### config.mk
export PLATFORM = sky130hd
export DESIGN_NAME = led_panel_shifter
export DESIGN_NICKNAME = d
export VERILOG_FILES = /design/src/rtl/led_panel_shifter.sv
export SDC_FILE = /design/constraint.sdc
export NUM_CORES = 1
export LEC_CHECK = 0
export CAP_MARGIN = 25
export CORE_MARGIN = 1.5
export CORE_UTILIZATION = 40
export CTS_CLUSTER_DIAMETER = 80
export DETAILED_ROUTE_END_ITERATION = 10
export HOLD_SLACK_MARGIN = 0.1
export SLEW_MARGIN = 5
export SYNTH_ARGS = -nofsm -noshare
export SYNTH_HDL_FRONTEND = slang
export SYNTH_SLANG_ARGS = --single-unit
### constraint.sdc
create_clock -name clk -period 3.8 [get_ports clk]
set_input_delay 0.38 -clock clk [delete_from_list [all_inputs] [get_ports clk]]
set_output_delay 0.38 -clock clk [all_outputs]
set_load 0.01 [all_outputs]
### src/rtl/led_panel_shifter.sv
// Double-buffered multi-lane serial shifter for daisy-chained 8-bit LED drivers.
// Optional post-latch output blanking is enabled by defining LED_OE_BLANK_EN.
module led_panel_shifter #(
  parameter int CHANNELS     = 4,
  parameter int WIDTH        = 32,
  parameter int BLANK_CYCLES = 4
) (
  input  logic                      clk,
  input  logic                      rst,
  input  logic                      OE,
  input  logic                      load,
  input  logic [CHANNELS*WIDTH-1:0] data,
  output logic                      ready,
  output logic                      busy,
  output logic                      sclk,
  output logic [CHANNELS-1:0]       sdo,
  output logic                      latch,
  output logic                      oe_n,
  output logic                      frame_done,
  output logic [2:0]                state_o
);

  // Handshake: a word is taken on a rising clk edge where load && ready.
  // ready is registered and stays low while a word waits in the pending buffer.

  localparam int CNT_W = $clog2(WIDTH);
  localparam int N     = CHANNELS * WIDTH;

  typedef enum logic [2:0] {
    S_IDLE     = 3'd0,
    S_SHIFT_LO = 3'd1,
    S_SHIFT_HI = 3'd2,
    S_LATCH    = 3'd3
`ifdef LED_OE_BLANK_EN
    , S_BLANK  = 3'd4
`endif
  } state_t;

  state_t             state_q, state_d;
  logic [N-1:0]       pend_q, pend_d;
  logic               pend_v_q, pend_v_d;
  logic [N-1:0]       shift_q, shift_d;
  logic [CNT_W-1:0]   cnt_q, cnt_d;
  logic               take;

  logic               ready_q, busy_q, sclk_q, latch_q, oe_n_q, done_q;
  logic [CHANNELS-1:0] sdo_q, sdo_d;
  logic               oe_n_d;

`ifdef LED_OE_BLANK_EN
  localparam int BLK_W = $clog2(BLANK_CYCLES + 1);
  logic [BLK_W-1:0]   blank_q, blank_d;
`else
  logic               unused_blank;
  assign unused_blank = |BLANK_CYCLES;
`endif

  always_comb begin
    state_d  = state_q;
    pend_d   = pend_q;
    pend_v_d = pend_v_q;
    shift_d  = shift_q;
    cnt_d    = cnt_q;
    take     = 1'b0;
`ifdef LED_OE_BLANK_EN
    blank_d  = blank_q;
`endif
    case (state_q)
      S_IDLE:     take = pend_v_q;
      S_SHIFT_LO: state_d = S_SHIFT_HI;
      S_SHIFT_HI: begin
        if (cnt_q == '0) begin
          state_d = S_LATCH;
        end else begin
          state_d = S_SHIFT_LO;
          cnt_d   = cnt_q - 1'b1;
          for (int c = 0; c < CHANNELS; c++) begin
            shift_d[c*WIDTH +: WIDTH] = {shift_q[c*WIDTH +: WIDTH-1], 1'b0};
          end
        end
      end
      S_LATCH: begin
`ifdef LED_OE_BLANK_EN
        state_d = S_BLANK;
        blank_d = BLK_W'(BLANK_CYCLES - 1);
`else
        state_d = S_IDLE;
        take    = pend_v_q;
`endif
      end
`ifdef LED_OE_BLANK_EN
      S_BLANK: begin
        if (blank_q == '0) begin
          state_d = S_IDLE;
          take    = pend_v_q;
        end else begin
          blank_d = blank_q - 1'b1;
        end
      end
`endif
      default: state_d = S_IDLE;
    endcase

    // Leaving IDLE/LATCH/BLANK with a word waiting starts the next frame at once.
    if (take) begin
      state_d  = S_SHIFT_LO;
      shift_d  = pend_q;
      pend_v_d = 1'b0;
      cnt_d    = CNT_W'(WIDTH - 1);
    end
    if (load && ready_q) begin
      pend_d   = data;
      pend_v_d = 1'b1;
    end

    // Outputs are derived from the next state so they register alongside it.
    for (int c = 0; c < CHANNELS; c++) begin
      sdo_d[c] = ((state_d == S_SHIFT_LO) || (state_d == S_SHIFT_HI)) ?
                 shift_d[c*WIDTH + WIDTH - 1] : 1'b0;
    end
    oe_n_d = OE;
`ifdef LED_OE_BLANK_EN
    if ((state_d == S_LATCH) || (state_d == S_BLANK)) oe_n_d = 1'b1;
`endif
  end

  always_ff @(posedge clk) begin
    if (!rst) begin
      state_q  <= S_IDLE;
      pend_q   <= '0;
      pend_v_q <= 1'b0;
      shift_q  <= '0;
      cnt_q    <= '0;
      ready_q  <= 1'b0;
      busy_q   <= 1'b0;
      sclk_q   <= 1'b0;
      sdo_q    <= '0;
      latch_q  <= 1'b0;
      done_q   <= 1'b0;
      oe_n_q   <= 1'b1;
`ifdef LED_OE_BLANK_EN
      blank_q  <= '0;
`endif
    end else begin
      state_q  <= state_d;
      pend_q   <= pend_d;
      pend_v_q <= pend_v_d;
      shift_q  <= shift_d;
      cnt_q    <= cnt_d;
      ready_q  <= !pend_v_d;
      busy_q   <= (state_d != S_IDLE);
      sclk_q   <= (state_d == S_SHIFT_HI);
      sdo_q    <= sdo_d;
      latch_q  <= (state_d == S_LATCH);
      done_q   <= (state_d == S_LATCH);
      oe_n_q   <= oe_n_d;
`ifdef LED_OE_BLANK_EN
      blank_q  <= blank_d;
`endif
    end
  end

  assign ready      = ready_q;
  assign busy       = busy_q;
  assign sclk       = sclk_q;
  assign sdo        = sdo_q;
  assign latch      = latch_q;
  assign oe_n       = oe_n_q;
  assign frame_done = done_q;
  assign state_o    = state_q;

endmodule

After elaboration in Yosys (flattened, before gate mapping)
Index checks and enable logic that the tools add are counted.
{"block": "word_totals", "register_bits": 274, "wordCells": 42, "output_inout_bits": 13, "input_bits": 132}
{"block": "op_classes", "reduce_logical": 10, "addsub": 1, "n_eq_ne": 7, "muxes": 12}
{"operator": "128-bit 2-to-1 mux", "count": 3}
{"operator": "5-bit 2-to-1 mux", "count": 3}
{"operator": "3-bit by 2-bit equality test with 1-bit output, second input constant", "count": 4}
{"operator": "3-bit case mux with 3 select lines", "count": 1}
{"operator": "3-bit by 1-bit equality test with 1-bit output, second input constant", "count": 2}
{"operator": "5-bit zero test", "count": 1}
{"operator": "5-bit by 1-bit subtractor with 5-bit output, second input constant", "count": 1}
{"operator": "2-bit AND reduction", "count": 2}
{"operator": "3-bit zero test", "count": 1}
{"operator": "1-bit 2-to-1 mux", "count": 3}
{"operator": "3-bit 2-to-1 mux", "count": 1}
{"operator": "3-bit nonzero test", "count": 1}
{"operator": "2-bit 2-to-1 mux", "count": 1}
{"operator": "2-bit != test, second input constant", "count": 1}
{"operator": "2-bit nonzero test", "count": 1}
{"operator": "2-bit OR reduction", "count": 1}
{"operator": "1-bit logical AND", "count": 1}
{"operator": "1-bit zero test", "count": 1}
{"operator": "1-bit logical OR", "count": 1}

Depth between registers and ports, before layout
Gate-level depths: netlist of the first run.
{"block": "depth", "word_depth": 7, "ltp_mapped": 9, "mapped_depth_nobuf": 6}

Worst setup path after synthesis of the first run
OpenSTA, ideal clock, no wires.
{"block": "synth_path", "kind": "register to register", "start": "register cnt_q[0]", "end": "register cnt_q[2]", "setup_time_ps": 127, "n_path_buf": 2, "stages_incl_launch_ff": 9, "path_slack_ps": 1874, "t_arrival_ps": 1799, "t_required_ps": 3673, "synth_period_minus_slack_ps": 1926, "path_cell_list": "dfxtp_1 > inv_1 > ha_1 > or4b_1 > buf_2 > and2_4 > buf_6 > and4b_1 > or3_1"}
{"block": "synth_between", "elab_chain_len": 4, "elab_cells_between_ends": 7, "cone_classes": "1 x add/sub; 1 x eq/ne; 3 x mux; 2 x reduce/logical"}
{"element": "from (decl)", "line_no": "43", "source": "logic [CNT_W-1:0] cnt_q, cnt_d;"}
{"element": "from (signal assigned)", "line_no": "149", "source": "cnt_q <= cnt_d;"}
{"element": "5-bit by 1-bit subtractor with 5-bit output", "line_no": "76", "source": "cnt_d = cnt_q - 1'b1;"}
{"element": "5-bit 2-to-1 mux", "line_no": "72", "source": "if (cnt_q == '0) begin"}
{"element": "5-bit 2-to-1 mux", "line_no": "68", "source": "case (state_q)"}
{"element": "5-bit 2-to-1 mux", "line_no": "105", "source": "if (take) begin"}
Parallel ways exist; a longest one is shown, timed or not. The select of a mux whose other input is x is not followed.
A chain may end at the register's enable or synchronous reset.

Final worst setup path of the first run
{"block": "layout_path", "start": "register state_q[1] (netlist: state_o[1])", "end": "register shift_q[82]"}
{"block": "layout_between", "elab_chain_len": 5, "elab_cells_between_ends": 9, "cone_classes": "3 x eq/ne; 2 x mux; 4 x reduce/logical"}
{"element": "from (decl)", "line_no": "39", "source": "state_t state_q, state_d;"}
{"element": "from (signal assigned)", "line_no": "145", "source": "state_q <= state_d;"}
{"element": "3-bit by 2-bit equality test with 1-bit output / 3-bit zero test (equally long branches)", "line_no": "68"}
{"element": "2-bit OR reduction (no line)"}
{"element": "1-bit 2-to-1 mux", "line_no": "68"}
{"element": "2-bit != test (no line) / 2-bit nonzero test (equally long branches)"}
{"element": "2-bit AND reduction (no line)"}
{"element": "to (signal assigned)", "line_no": "148", "source": "shift_q <= shift_d;"}
{"element": "to (decl)", "line_no": "42", "source": "logic [N-1:0] shift_q, shift_d;"}
Parallel ways exist; a longest one is shown, timed or not.

==> results.toml, run 1 <==
[detailed_routing]
drtIter0Drc = 478
route.detailed.drc = 0
postRouteAntennaNets = 0
dr_total_vias = 8909
viasPerCell = 5.04
first_pass_iters = 5
wl_um = 24400
wl_per_cell_um = 13.8

[floorplanning]
ioPinCount = 145
die_h_um = 166
start_util_pct = 40.8
fp.coreArea_mm2 = 0.0261
dieArea_mm2 = 0.0276
die_x_um = 166
row_count = 59

[sta]
report.final.slew_viol_count = 0
finClkSkew_ps = 24.3
setup_viol = 0
fmax_mhz = 379
setup-tns-final_ps = 0
worstMarginPinSlew_ps = 879
post-route-min-period_ps = 2640
hold_violations = 0
rsz0062_at_grt = "false"
max_slew_margin_pct = 41.4
timing.hold.ws_ps = 383
min_period_over_period_pct = 69.5

[pwr]
power_mw = 6.57
p_leak_nw = 4.56
p_seq_share_pct = 46.6
peakVddDrop_v = 0.000345
power.density_mw_per_mm2 = 496
p_switching_mw = 1.46
combPwrFrac_pct = 7.6
switching_share_pct = 22.2
internal-power_mw = 5.12
clkPwrFrac_pct = 45.8

[synthesis]
ys_seq_area_share_pct = 51.6
synthTopCellsByArea = "dfxtp_1 (52%), nand2_1 (14%), a21oi_1 (11%), a21boi_0 (9.5%), o21ai_0 (5.9%)"
synth_top_area_share_pct = 51.6
synth_xor_area_share_pct = 0.329
synth_compound_area_share_pct = 27.4
synthAdderAreaFrac_pct = 0.235
syn_area_per_cell_um2 = 7.96
netlist_area_mm2 = 0.0106
synthDistinctLibCells = 33
synthSimpleGateAreaFrac_pct = 16.1
synth_top_family_by_area = "compound AO/OA/AOI/OAI gates"
synth_top_cell_by_area = "dfxtp_1"
syn-num-nets = 1471
ys_ff_latch = 274
yosys_warnings = 0
synthCells = 1337
synth.area.mux_share_pct = 0

[worst_hold_path]
min_path_type = "in -> reg"

[critical_path]
cp.required_ps = 4280
path_max_fanout = 73
path_class = "reg -> reg"
end_kind = "flop"
critPathArrivalTime_ps = 3120
start_kind = "flop"

[grt]
gr-total-overflow = 0
grt_pass1_vias = 8254
antenna_found_initial = 0
grt_pass1_wl_um = 40800
grt_usage_pct = 17.2
grt_max_degree = 137

[clocking]
clk_latency_ps = 550
hold_buffers = 0
cts_inserted_buffers = 29
path_clk_slew_ps = 60
cts_tree = "yes"
ctsResizeCount = 0
clkSinkCount = 274
clock_path_buffers = 3
root_buffer = "clkbuf_16"
htreeDepth = 1
post_cts.repair.setup_buffers = 0

[placement]
placed_cells = 1715
hpwlAfterDp_um = 14700
place_congestion = 0.766
portBuffers = 144

[cells_and_area]
area_growth_pct = 24.5
drive_gt1_share_pct = 4.82
fin_cells = 1768
n_antenna_cell = 0
fin_nets = 1545

[job]
maxCapViolCount = 0

[run_status]
status = "completed"
layout make-up:
| type | count | area, um^2 |
|---|---|---|
| well taps | 335 | 419 |
| multi-input cells | 947 | 4710 |
| clock buffers | 38 | 790 |
| fillers | 2585 | 12800 |
| clock inverters | 15 | 234 |
| flip-flops and latches | 274 | 5490 |
| inverters | 2 | 7.51 |
| repair buffers | 157 | 1600 |
sequential cells by signal, summed over array words and instances (netlist names):
register,cells
busy,1
cnt_q,5
frame_done,1
oe_n,1
pend_q,128
pend_v_q,1
ready,1
sclk,1
sdo,4
shift_q,128
state_o,3
worst paths after layout:
path	endpoint	cells past startpoint	start	slack (ps)
max	shift_q[82]	5	state_o[1]	1160
min	pend_q[84]	3	data[84]	380
max reg2reg	shift_q[82]	5	state_o[1]	1160
min reg2reg	shift_q[44]	2	shift_q[44]	450
placed cells by master, fill, tap and decap left out, types with 5 or more instances in the layout:
master,synthesis,layout
bufinv_16,0,6
clkdlybuf4s50_1,0,143
nor2_1,6,6
nor3_1,5,5
clkbuf_16,0,29
clkinv_2,0,6
a21boi_0,135,135
dfxtp_1,274,274
nand3_1,6,6
o21ai_0,126,126
a21oi_1,243,243
buf_4,1,9
nand2_1,387,384
clkbuf_1,79,6
Yosys cell counts (all sizes together):
cell type and instances:
nand2 387, dfxtp 274, a21oi 243, a21boi 135, o21ai 126, clkbuf 79, buf 35, nand3 6
nor2 6, nor3 5, nor3b 5, a211oi 4, and2 4, nand2b 4, xnor2 4, a21o 2
and3 2, ha 2, inv 2, nand4 2, nor2b 2, or3 2, a31oi 1, and4b 1
conb 1, nand3b 1, or2 1, or4b 1
power by group through the flow:
stage	Combinational, mW	Clock (mW)	Sequential [mW]
final	0.500	3.01	3.06
after global routing	0.565	3.21	3.08
after CTS	0.509	3.08	3.06
after detailed placement	0.507	0	3.13
after global placement	0.498	0	3.12
after floorplan	0.285	0	3.11
per-stage QoR:
| stage | setup WS [ps] | area [um^2] | utilization (%) |
|---|---|---|---|
| after floorplan | 1870 | 10600 | - |
| after global placement | 1340 | 12200 | 46.8 |
| after detailed placement | 1220 | 12200 | 46.9 |
| after CTS | 1190 | 13200 | 50.8 |
| after global routing | 951 | 13200 | 50.8 |
| final | 1160 | 13200 | 50.8 |
cells by family after synthesis:
group	after synthesis
compound gates	511
xor+xnor	4
fa+ha+maj	2
buf+inv	116
flops	274
other cells	1
simple gates	429
worst max-delay path, stage by stage, from the launching register on:
cell     delay, ps
dfxtp_1        430
nor3b_2        580
and2_4         750
buf_4          440
a21oi_1        120
a21oi_1        160
routing by layer:
layer	wire, um	vias to the layer above	global-route usage [%]
li1	-	4642	-
met1	12000	4079	23.9
met2	11000	155	27.9
met3	926	33	2.57
met4	544	0	4.58
met5	0	-	0
(Power assumes the default switching activity.)
==> run 2, diff against run 1 <==
==> constraint.sdc (replaced) <==
create_clock -name clk -period 2.4 [get_ports clk]
set_input_delay 0.24 -clock clk [delete_from_list [all_inputs] [get_ports clk]]
set_output_delay 0.24 -clock clk [all_outputs]
set_load 0.01 [all_outputs]
==> run 2 against run 1 <==
  * Sequential cell count did not move
  * Die area did not move
  * Final cell count rose by 0.34%
  * Largest power group unchanged
  * Global-route usage fell by 0.080 points
  * Sequential power rose by 58%
  * Worst setup slack got worse by 900 ps
  * Power rose by 51%
  * Via count rose by 0.52%
==> results.toml, run 2 (synthesis results as in run 1) <==
[run_status]
status = "completed"

[cells_and_area]
fin_nets = 1553
area_growth_pct = 24.5
layout_commonest_cell = "nand2_1"
top_regs = "pend_q: 128 flops, shift_q: 128 flops, cnt_q: 5 flops"
final_core_util_pct = 50.8
seqCellArea_mm2 = 0.00549
nFillCells = 2535
drive_gt1_share_pct = 4.93
n_antenna_cell = 0
multi_input_area_mm2 = 0.00471
final_cell_mix = "nand2_1 (384), dfxtp_1 (274), a21oi_1 (243), clkdlybuf4s50_1 (143), a21boi_0 (135)"

[floorplanning]
dieArea_mm2 = 0.0276
row_count = 59
die_x_um = 166
fp.coreArea_mm2 = 0.0261
ioPinCount = 145
die_h_um = 166
start_util_pct = 40.8

[job]
maxCapViolCount = 0

[sta]
max_slew_margin_pct = 65.5
rsz0062_at_grt = "false"
fmax_mhz = 468
setup-tns-final_ps = 0
post-route-min-period_ps = 2140
hold_violations = 0
worstMarginPinSlew_ps = 517
finClkSkew_ps = 12.1
report.final.slew_viol_count = 0
min_period_over_period_pct = 89.0
setup_viol = 0

[critical_path]
cp_cell_sequence = "inv_1 -> ha_1 -> or4b_1 -> and2_4 -> buf_4 -> o21ai_0 -> a21boi_0"
critPathMaxStageDelay_ps = 630
critPathArrivalTime_ps = 2540
path_max_fanout = 44
start_kind = "flop"
r2r-start = "cnt_q[0]"
r2r_slack_ps = 260
reg2reg_depth = 7
cp_top_family = "simple AND/OR/NAND/NOR gates"
r2r-end = "cnt_q[1]"
cp.required_ps = 2800
path_class = "reg -> reg"
end_kind = "flop"
cp_slowest_cell = "or4b_1"
path_buf_inv = 2

[detailed_routing]
wl_per_cell_um = 13.6
viasPerCell = 5.05
drtIter0Drc = 483
postRouteAntennaNets = 0
dr_total_vias = 8955
first_pass_iters = 5
route.detailed.drc = 0
wl_um = 24200

[clocking]
clock_path_buffers = 3
ctsResizeCount = 0
cts_inserted_buffers = 29
clkSinkCount = 274
root_buffer = "clkbuf_16"
clk_latency_ps = 540
htreeDepth = 1
hold_buffers = 0
path_clk_slew_ps = 60
cts_tree = "yes"
post_cts.repair.setup_buffers = 0

[placement]
place_congestion = 0.724
hpwlAfterDp_um = 14900
portBuffers = 144

[grt]
gr-total-overflow = 0
grt_pass1_wl_um = 40300
grt_pass1_vias = 8284
antenna_found_initial = 0
grt_max_degree = 129
grt_usage_pct = 17.1

[worst_hold_path]
holdPathStages = 2
worstHoldEndpoint = "pend_v_q"
hold_start = "rst"
min_path_type = "in -> reg"

[pwr]
p_leak_nw = 4.57
peakVddDrop_v = 0.000494
power.density_mw_per_mm2 = 748
run 2: cell type report:
class                      count  area share (%)
clock inverter                 6           0.444
sequential                   274            41.4
tap                          335            3.17
multi-input combinational    947            35.6
timing repair buffer         165            12.9
inverter                       2          0.0567
clock buffer                  45            6.39
run 2: how the worst max path moves through the flow:
stage | end | startpoint | depth (start not counted)
2_1_floorplan | cnt_q[2] | cnt_q[0] | 8
3_3_place_gp | cnt_q[1] | cnt_q[0] | 7
3_5_place_dp | cnt_q[1] | cnt_q[0] | 7
4_1_cts | cnt_q[1] | cnt_q[0] | 7
5_1_grt | cnt_q[1] | cnt_q[0] | 7
6_report | cnt_q[1] | cnt_q[0] | 7
run 2: worst reg2reg max path: cells and delay by family, from the launching register on:
kind                     cells  cell delay [ps]
AO/OA/AOI/OAI                2              300
AND/OR/NAND/NOR              2              890
buffers and inverters        2              360
adder cells (fa/ha/maj)      1              130
flip-flops                   1              330
run 2: through the flow:
| stage | worst slack, ps | area, um^2 | hold slack, ps | instances | power, mW |
|---|---|---|---|---|---|
| 2_1_floorplan | 474 | 10600 | 341 | 1337 | 5.37 |
| 3_3_place_gp | 304 | 12300 | 439 | 1723 | 5.74 |
| 3_5_place_dp | 254 | 12300 | 441 | 1723 | 5.76 |
| 4_1_cts | 247 | 13200 | 124 | 1774 | 10.0 |
| 5_1_grt | 52.7 | 13200 | 153 | 1774 | 10.3 |
| 6_report | 263 | 13200 | 137 | 1774 | 9.91 |
run 2: layer usage:
layer  part of all wire, %  global-route usage [%]  vias up
met5                     0                       0        -
met4                   1.8                    3.96        0
met3                   4.2                    2.45       33
met2                    45                    28.1      173
met1                    49                    23.9     4093
li1                      -                       -     4656
run 2: report_power, final:
part | internal [mW] | switching [mW] | leakage, nW
clock | 2.51 | 1.75 | 0.447
combinational | 0.404 | 0.395 | 1.89
sequential | 4.75 | 0.0996 | 2.23
total | 7.66 | 2.24 | 4.57
==> run 3, diff against run 2 <==
--- a/config.mk
+++ b/config.mk
@@ -7,9 +7,10 @@
 export LEC_CHECK = 0
 export CAP_MARGIN = 25
 export CORE_MARGIN = 1.5
-export CORE_UTILIZATION = 40
+export CORE_UTILIZATION = 35
 export CTS_CLUSTER_DIAMETER = 80
 export DETAILED_ROUTE_END_ITERATION = 10
+export GPL_TIMING_DRIVEN = 1
 export HOLD_SLACK_MARGIN = 0.1
 export SLEW_MARGIN = 5
 export SYNTH_ARGS = -nofsm -noshare
==> run 3 against run 2 <==
  * Die area up 14%
  * Register-to-register slack worse by 40 ps
  * Combinational power rose by 1%
  * Cell area increased by 1.3%
  * Utilization shrank 5.8 points
  * Critical endpoint is now cnt_q[0]
==> results.toml, run 3 (synthesis results as in run 1) <==
[run_status]
status = "completed"

[critical_path]
critPathArrivalTime_ps = 2570
crit_start = "cnt_q[0]"
r2r-start = "cnt_q[0]"
path_max_fanout = 36
cp.required_ps = 2800
start_kind = "flop"
cp_top_family = "simple AND/OR/NAND/NOR gates"
path_class = "reg -> reg"
path_buf_inv = 2
cp_slowest_cell = "and2_4"
critPathMaxStageDelay_ps = 460
end_kind = "flop"
cp_cell_sequence = "inv_1 -> ha_1 -> or4b_1 -> and2_4 -> buf_4 -> xnor2_1 -> a21boi_0"

[clocking]
cts_tree = "yes"
clock_path_buffers = 3
post_cts.repair.setup_buffers = 0
path_clk_slew_ps = 60
cts_inserted_buffers = 30
clkSinkCount = 274
htreeDepth = 1
hold_buffers = 0
clk_latency_ps = 550
ctsResizeCount = 0
root_buffer = "clkbuf_16"

[sta]
rsz0062_at_grt = "false"
setup_viol = 0
max_slew_margin_pct = 61.6
hold_violations = 0
post-route-min-period_ps = 2170
finClkSkew_ps = 19.5
setup-tns-final_ps = 0
report.final.slew_viol_count = 0
worstMarginPinSlew_ps = 577
min_period_over_period_pct = 90.5
fmax_mhz = 460

[cells_and_area]
final_cell_mix = "nand2_1 (384), dfxtp_1 (274), a21oi_1 (243), clkdlybuf4s50_1 (143), a21boi_0 (135)"
n_antenna_cell = 0
nFillCells = 2953
final_area_mm2 = 0.0134
drive_gt1_share_pct = 5.29
top_regs = "pend_q: 128 flops, shift_q: 128 flops, cnt_q: 5 flops"
layout_commonest_cell = "nand2_1"
area_growth_pct = 26.1
fin_nets = 1554

[detailed_routing]
wl_um = 25000
wl_per_cell_um = 13.7
viasPerCell = 4.91
route.detailed.drc = 0
postRouteAntennaNets = 0
first_pass_iters = 6
drtIter0Drc = 522
drt-met1-wl_um = 12200
wl_met3_um = 1060
wl_met2_um = 11400
dr_total_vias = 8983
maxUsedRoutingLayer = "met4"

[grt]
grt_usage_pct = 15.7
grt_max_degree = 129
antenna_found_initial = 0
gr-total-overflow = 0
grt_pass1_vias = 8415
grt_pass1_wl_um = 41000

[floorplanning]
die_x_um = 177
ioPinCount = 145
start_util_pct = 35.7
die_h_um = 177
dieArea_mm2 = 0.0315
fp.coreArea_mm2 = 0.0298
row_count = 63

[worst_hold_path]
hold_start = "rst"
min_path_type = "in -> reg"

[placement]
placed_area_mm2 = 0.0124
hpwlAfterDp_um = 15300
portBuffers = 144
place_congestion = 0.738

[pwr]
p_leak_nw = 4.62
peakVddDrop_v = 0.000515
power.density_mw_per_mm2 = 767

[job]
maxCapViolCount = 0
## run 3: changes by cell type in the layout (fill, tap and decap cells not counted), sizes merged
| cell | delta |
|---|---|
| bufinv | +2 |
| clkbuf | -4 |
| clkinv | +1 |
| clkinvlp | +1 |
| inv | -1 |
## run 3: metal layers
layer  vias up  global-route usage (%)
met3        26                    2.55
met1      4148                    21.3
met4         0                    3.61
met2       151                    26.1
met5         -                       0
li1       4658                       -
## run 3: metrics by stage
step	power, mW	utilization [%]	cells	hold slack [ps]	setup WS [ps]
after detailed placement	5.77	41.7	1778	442	229
after global placement	5.75	41.7	1778	438	282
after CTS	10.4	45.0	1828	175	217
after floorplan	5.37	-	1337	341	474
final	10.3	45.0	1828	199	227
after global routing	10.8	45.0	1828	208	43.0
## run 3: area by class of cell
type	instances	area [um^2]	share of cell area, %
multi-input cells	947	4710	35.1
repair buffers	165	1730	12.9
inverters	2	7.51	0.0559
clock inverters	9	126	0.942
clock buffers	41	873	6.51
flip-flops and latches	274	5490	40.9
well taps	390	488	3.64
## run 3: worst paths after layout
path / to / slack (ps) / cells after the start
hold / removal: pend_q[90] / 200 / 2
setup reg to reg: cnt_q[0] / 230 / 7
setup / recovery: cnt_q[0] / 230 / 7
hold reg to reg: shift_q[27] / 450 / 2
## run 3: worst reg2reg max path, cell delays in order (launching register included)
cell	delay [ps]
dfxtp_1	370
inv_1	80
ha_1	180
or4b_1	270
and2_4	460
buf_4	410
xnor2_1	170
a21boi_0	90
## run 3: power by group
group          internal, mW  switching (mW)  leakage (nW)  total [mW]
Combinational         0.409           0.400          1.90       0.808
Clock                  2.83            1.80         0.492        4.63
Sequential             4.75          0.0994          2.23        4.85
